File: src/rtl/y_deser_defs.sv
// Shared definitions for the y_deser capture stage: FSM encodings and default word width.
package y_deser_defs;

  typedef enum logic [1:0] {
    IDLE  = 2'd0,
    SHIFT = 2'd1,
    HOLD  = 2'd2
  } state_e;

  localparam int DEF_WIDTH = 8;

endpackage

File: src/rtl/shift_reg_w.sv
// WIDTH-bit left shift register: serial input enters at the LSB, synchronous clear wins over shift.
module shift_reg_w #(
  parameter int WIDTH = 8
) (
  input  logic             clk,
  input  logic             rst_n,
  input  logic             clr_i,
  input  logic             en_i,
  input  logic             d_i,
  output logic [WIDTH-1:0] q_o
);

  logic [WIDTH-1:0] q_q;

  always_ff @(posedge clk or negedge rst_n) begin
    if (!rst_n)     q_q <= '0;
    else if (clr_i) q_q <= '0;
    else if (en_i)  q_q <= {q_q[WIDTH-2:0], d_i};
  end

  assign q_o = q_q;

endmodule

File: src/rtl/y_deser.sv
// Serial-to-parallel capture of selector output Y with valid/ready word handoff and sticky overrun.
// Optional even-parity output is compiled in with `define Y_DESER_PARITY_EN.
module y_deser
  import y_deser_defs::*;
#(
  parameter int WIDTH = DEF_WIDTH
) (
  input  logic             clk,
  input  logic             rst_n,
  input  logic             start,
  input  logic             y_in,
  input  logic             y_valid,
  output logic [WIDTH-1:0] word_out,
  output logic             word_valid,
  input  logic             word_ready,
  output logic             busy,
  output logic             overrun
`ifdef Y_DESER_PARITY_EN
  ,
  output logic             parity_out
`endif
);

  localparam int CW = $clog2(WIDTH) + 1;

  state_e           state_q, state_d;
  logic [CW-1:0]    cnt_q, cnt_d;
  logic [WIDTH-1:0] word_q, word_d;
  logic             wvalid_q, wvalid_d;
  logic             ovr_q, ovr_d;
  logic             sh_clr, sh_en;
  logic [WIDTH-1:0] sh_q;
  logic [WIDTH-1:0] sh_next;
  logic             sh_msb_unused;

  shift_reg_w #(.WIDTH(WIDTH)) u_shreg (
    .clk   (clk),
    .rst_n (rst_n),
    .clr_i (sh_clr),
    .en_i  (sh_en),
    .d_i   (y_in),
    .q_o   (sh_q)
  );

  // The completed word is the value the register would hold after the last shift,
  // so the MSB still held by the register is never needed.
  assign sh_next       = {sh_q[WIDTH-2:0], y_in};
  assign sh_msb_unused = sh_q[WIDTH-1];

  always_ff @(posedge clk or negedge rst_n) begin
    if (!rst_n) begin
      state_q  <= IDLE;
      cnt_q    <= '0;
      word_q   <= '0;
      wvalid_q <= 1'b0;
      ovr_q    <= 1'b0;
    end else begin
      state_q  <= state_d;
      cnt_q    <= cnt_d;
      word_q   <= word_d;
      wvalid_q <= wvalid_d;
      ovr_q    <= ovr_d;
    end
  end

  always_comb begin
    state_d  = state_q;
    cnt_d    = cnt_q;
    word_d   = word_q;
    wvalid_d = wvalid_q;
    ovr_d    = ovr_q;
    sh_clr   = 1'b0;
    sh_en    = 1'b0;
    case (state_q)
      IDLE: begin
        if (start) begin
          state_d = SHIFT;
          cnt_d   = '0;
          sh_clr  = 1'b1;
          ovr_d   = 1'b0;
        end
      end
      SHIFT: begin
        // Restart beats a same-cycle sample; that sample is silently lost.
        if (start) begin
          cnt_d  = '0;
          sh_clr = 1'b1;
        end else if (y_valid) begin
          sh_en = 1'b1;
          if (cnt_q == CW'(WIDTH - 1)) begin
            word_d   = sh_next;
            wvalid_d = 1'b1;
            cnt_d    = '0;
            state_d  = HOLD;
          end else begin
            cnt_d = cnt_q + CW'(1);
          end
        end
      end
      HOLD: begin
        if (y_valid) ovr_d = 1'b1;
        if (word_ready) begin
          wvalid_d = 1'b0;
          state_d  = IDLE;
        end
      end
      default: state_d = IDLE;
    endcase
  end

  assign word_out   = word_q;
  assign word_valid = wvalid_q;
  assign busy       = (state_q != IDLE);
  assign overrun    = ovr_q;

`ifdef Y_DESER_PARITY_EN
  logic par_q;

  always_ff @(posedge clk or negedge rst_n) begin
    if (!rst_n)                                              par_q <= 1'b0;
    else if (state_q == SHIFT && !start && y_valid &&
             cnt_q == CW'(WIDTH - 1))                        par_q <= ^sh_next;
  end

  assign parity_out = par_q;
`endif

endmodule
File: config.mk
export PLATFORM = sky130hd
export DESIGN_NAME = y_deser
export DESIGN_NICKNAME = d
export VERILOG_FILES = /design/src/rtl/y_deser_defs.sv /design/src/rtl/shift_reg_w.sv /design/src/rtl/y_deser.sv
export SDC_FILE = /design/constraint.sdc
export NUM_CORES = 1
export LEC_CHECK = 0
export BUFFER_PORTS_ARGS = -buffer_cell sky130_fd_sc_hd__clkbuf_2
export CORE_AREA = 2 2 55 57
export DETAILED_ROUTE_END_ITERATION = 10
export DIE_AREA = 0 0 57 59
export GPL_TIMING_DRIVEN = 0
export PLACE_DENSITY = 0.63
export SKIP_LAST_GASP = 1
export SLEW_MARGIN = 20
export SYNTH_ARGS = -nofsm -noshare
export SYNTH_HDL_FRONTEND = slang
export SYNTH_SLANG_ARGS = --single-unit
File: constraint.sdc
create_clock -name clk -period 1.7 [get_ports clk]
set_input_delay 0.085 -clock clk [delete_from_list [all_inputs] [get_ports clk]]
set_output_delay 0.085 -clock clk [all_outputs]
set_load 0.02 [all_outputs]
# Yosys cells after proc, flatten, opt, wreduce, memory -nomap -nowiden
# Index checks and enable logic that the tools add are counted.
# word_totals
register_bits	23
output_inout_bits	11
# op_classes
muxes	26
bitwise	1
eq_ne	10
reduce_logical	12
add_sub_neg	1
# ops
cell	count
$mux 4	4
$mux 7	2
$ne 2x2->1 const B	6
$mux 1	11
$mux 2	5
$reduce_and 5->1	2
$reduce_bool 2->1	5
$pmux 4 s2	1
$pmux 2 s3	1
$reduce_and 3->1	2
$add 4x1->4 const B	1
$eq 4x3->1 const B	1
$pmux 1 s2	2
$reduce_and 4->1	1
$ne 3x3->1 const B	1
$eq 2x1->1 const B	1
$eq 2x2->1 const B	1
$logic_not 2->1	1
$reduce_or 2->1	1
$not 1->1	1

# Longest topological paths before layout
# logic_depth
ltp_word	5
depth_mapped	5

# Modules after synthesis
# A second synthesis with hierarchy kept.
# unflattened
cells_unflattened	95
hier_area_um2	1106.1
# modules_own_cells
module	cells_each	seq_area_each_um2	instances	area_each_um2
y_deser	69	400.4	1	780.7
shift_reg_w	26	200.2	1	325.3

# Worst setup path before layout
# No wires, ideal clock.
# synth_timing
path_kind	reg-to-reg
from	register state_q[1]
to	register word_q[0] (netlist: word_out[0])
slack_ps	105
arrival_time_ps	1470
path_stages_with_launch	6
period_less_slack_ps	1595
t_required_ps	1575
path_cell_list	dfrtp_1 > buf_6 > nand3b_4 > or3_1 > buf_6 > mux2_4
# synth_via
elab_chain_len	2
# synth_lines
item	line	source
start, declared	y_deser.sv:26	state_e state_q, state_d;
start signal, assigned	y_deser.sv:58	state_q <= state_d;
$eq 2x1->1	y_deser.sv:74	case (state_q)
$reduce_and 4->1 (no source line)	-	
end signal, assigned	y_deser.sv:60	word_q <= word_d;
end, declared	y_deser.sv:28	logic [WIDTH-1:0] word_q, word_d;
# No other way between the ends.
# A chain may end at the register's enable or synchronous reset.

# Final worst setup path
# layout_timing
from	register cnt_q[0]
to	register word_q[4] (netlist: word_out[4])
# layout_via
elab_chain_len	2
# layout_lines
item	line	source
start, declared	y_deser.sv:27	logic [CW-1:0] cnt_q, cnt_d;
start signal, assigned	y_deser.sv:59	cnt_q <= cnt_d;
$eq 4x3->1	y_deser.sv:90	if (cnt_q == CW'(WIDTH - 1)) begin
$reduce_and 4->1 (no source line)	-	
# No other way between the ends.

==> results.json <==
{
  "die_area_mm2": 0.00336,
  "area_growth_pct": 19.7,
  "drv_slew": 0,
  "synth_seq_cells": 23,
  "synth_area_leaders": "dfrtp_1 55%, mux2_4 11%, nand2_1 7.9%, a21oi_1 4.3%, o21ai_0 2.9%",
  "gp_congestion": 0.774,
  "vias_per_cell": 4.95,
  "crit_path_end_kind": "flop",
  "layout_setup_ws_ns": 0.0225,
  "hpwlAfterDp_um": 1280,
  "cts_buffers": 3,
  "htree_num_levels": 1,
  "wl_per_cell_um": 12.1,
  "slowest_stage": "dfrtp_1",
  "rows": 19,
  "critPathLaunchType": "flop",
  "yosysTopAreaCell": "dfrtp_1",
  "grt_antenna_before_repair": 0,
  "maxCapViolCount": 0,
  "setup_viol": 0,
  "stdcell_count": 151,
  "crit_family": "simple AND/OR/NAND/NOR gates",
  "cp.required_ns": 1.91,
  "synth_most_common_cell": "dfrtp_1",
  "design_area_mm2": 0.00125,
  "max_slew.worst_pin.slew_ns": 0.555,
  "grt_pass1_vias": 712,
  "synth-xor-area-share_pct": 0,
  "cpPeakStageDelay_ns": 0.44,
  "placed_area_mm2": 0.00116,
  "finalHoldViolations": 0,
  "path_buf_inv": 1,
  "crit_chain": "ha_2, nand3b_1, or3_4, buf_6, mux2_4",
  "synthFlopType": "dfrtp_1",
  "powerDensity_mw_per_mm2": 708,
  "routed_wl_um": 1830,
  "grt_pass1_wl_um": 3220,
  "track_usage_pct": 12.5,
  "synth_top_area_share_pct": 55.0,
  "io_pins": 17,
  "seq_area_frac_synth_pct": 55.0,
  "fin_hold_ws_ns": 0.0706,
  "fillers": 272,
  "synth_edf_count": 0,
  "drive_gt1_share_pct": 33.3,
  "synthSimpleGateAreaFrac_pct": 16.0,
  "status": "finished, final reports clean",
  "drc": 0,
  "peakVddDrop_mv": 0.431,
  "final_nets": 128,
  "vias": 747,
  "mappedNetlistArea_mm2": 0.00105,
  "clk_pin_slew_ns": 0.13,
  "clk_latency_ns": 0.31,
  "root_buffer": "clkbuf_4",
  "relSlewSlack_pct": 63.0,
  "pre_cts_ws_ns": 0.0240,
  "criticalPathCategory": "reg -> reg",
  "min_path_type": "in -> reg",
  "chipWidth_um": 57,
  "synthMuxAreaShare_pct": 12.6,
  "synth_top_cells_by_count": "23 x dfrtp_1, 22 x nand2_1, 9 x a21oi_1",
  "fin_crit_ns": 1.68,
  "cts_tree": "yes",
  "coreArea_mm2": 0.00271,
  "die_h_um": 59,
  "synth_warnings": 0,
  "clock-sinks": 23,
  "drtAntennaViolNets": 0,
  "dr.pass1.iters": 4,
  "clk_path_buf_depth": 2,
  "synth_fa_ha_area_share_pct": 1.20,
  "portBuffers": 16,
  "grt-ovfl-total": 0,
  "grt_max_degree": 24,
  "max_freq_mhz": 596,
  "crit_fanout": 10,
  "worstPathArrival_ns": 1.89,
  "diodes": 0,
  "start_util_pct": 38.6,
  "leakage_uw": 0.000631,
  "synth_nets": 101,
  "skew_ns": 0.00407,
  "dr.first_iter.drc_count": 15,
  "synth_compound_area_share_pct": 10.4,
  "timing.final.crit_share_pct": 98.7,
  "ys_types": 22,
  "dp.cells": 141,
  "synth_top_family_by_area": "simple AND/OR/NAND/NOR gates",
  "async_flop_share_pct": 100,
  "synthCells": 94,
  "syn_avg_cell_area_um2": 11.1
}
state kept, by name, summed over array words and instances, names as in the netlist:
register / cells
cnt_q: 4
overrun: 1
state_q: 2
u_shreg.q_o: 7
word_out: 8
word_valid: 1
cells in the final DEF, fill, tap and decap left out, drive strengths merged:
cell type,count
dfrtp,23
nand2,22
clkbuf,20
a21oi,9
mux2,9
o21ai,6
buf,6
inv,5
dlygate4sd3,3
nor2b,2
nand3,2
o311ai,2
nand3b,2
or3,2
and3b,1
and2b,1
nor2,1
a22oi,1
a32oi,1
ha,1
clkinv,1
metal layers:
layer	vias up	share of wire, %	GRT usage [%]
li1	371	-	-
met1	362	48	16.7
met2	10	48	19.4
met3	4	3.0	3.28
met4	0	1.4	4.98
met5	-	0	0
final timing paths:
kind	start	to	slack, ns	cells after the start
min	start	cnt_q[1]	0.07	2
max	cnt_q[0]	word_out[4]	0.02	5
min reg2reg	word_out[1]	word_out[1]	0.53	1
max reg2reg	cnt_q[0]	word_out[4]	0.02	5
max in group asynchronous	rst_n	word_out[6]	1.06	2
min in group asynchronous	rst_n	overrun	0.27	2
timing repair:
action / CTS / global route
buffers inserted: 1 / 2
pin swaps: 0 / 1
cloned: 0 / 0
endpoints found under the hold margin: 26 / 0
endpoints found under the setup margin: 1 / 8
hold buffers: 3 / 0
gates resized for setup: 0 / 2
worst register-to-register path, cell delays in order (launching register included):
cell and delay [ns]:
dfrtp_1 0.44, ha_2 0.22, nand3b_1 0.11, or3_4 0.34, buf_6 0.16, mux2_4 0.30
cell type report:
| type | instances | area, um2 | area share [%] |
|---|---|---|---|
| plain buffers | 4 | 31.3 | 2.50 |
| clock buffers | 3 | 22.5 | 1.80 |
| clock inverters | 1 | 5.00 | 0.400 |
| inverters | 5 | 18.8 | 1.50 |
| multi-input cells | 62 | 428 | 34.2 |
| flip-flops and latches | 23 | 576 | 46.0 |
| well taps | 31 | 38.8 | 3.10 |
| repair buffers | 22 | 133 | 10.6 |
through the flow:
step,utilization [%],total power [uW],setup TNS (ns)
floorplan,-,606,0
global placement,43.0,636,0
detailed placement,43.0,637,0
CTS,45.4,898,0
global route,46.2,937,-0.114
finish,46.2,886,0
kinds of logic (layout without fill, tap and decap cells):
| logic type | count (synthesis) | count (layout) |
|---|---|---|
| AO/OA/AOI/OAI | 19 | 19 |
| flip-flops | 23 | 23 |
| AND/OR/NAND/NOR | 33 | 33 |
| adder cells (fa/ha/maj) | 1 | 1 |
| buffers and inverters | 9 | 35 |
| multiplexers | 9 | 9 |
where the power goes:
| part | switching (uW) | total (uW) | internal [uW] | leakage (uW) |
|---|---|---|---|---|
| combinational | 41.7 | 68.8 | 27.2 | 0.000304 |
| sequential | 8.50 | 565 | 557 | 0.000309 |
| clock | 164 | 252 | 88.0 | 0.0000177 |
| total | 214 | 886 | 672 | 0.000631 |
Note: power is estimated with default switching activity, not from simulation.
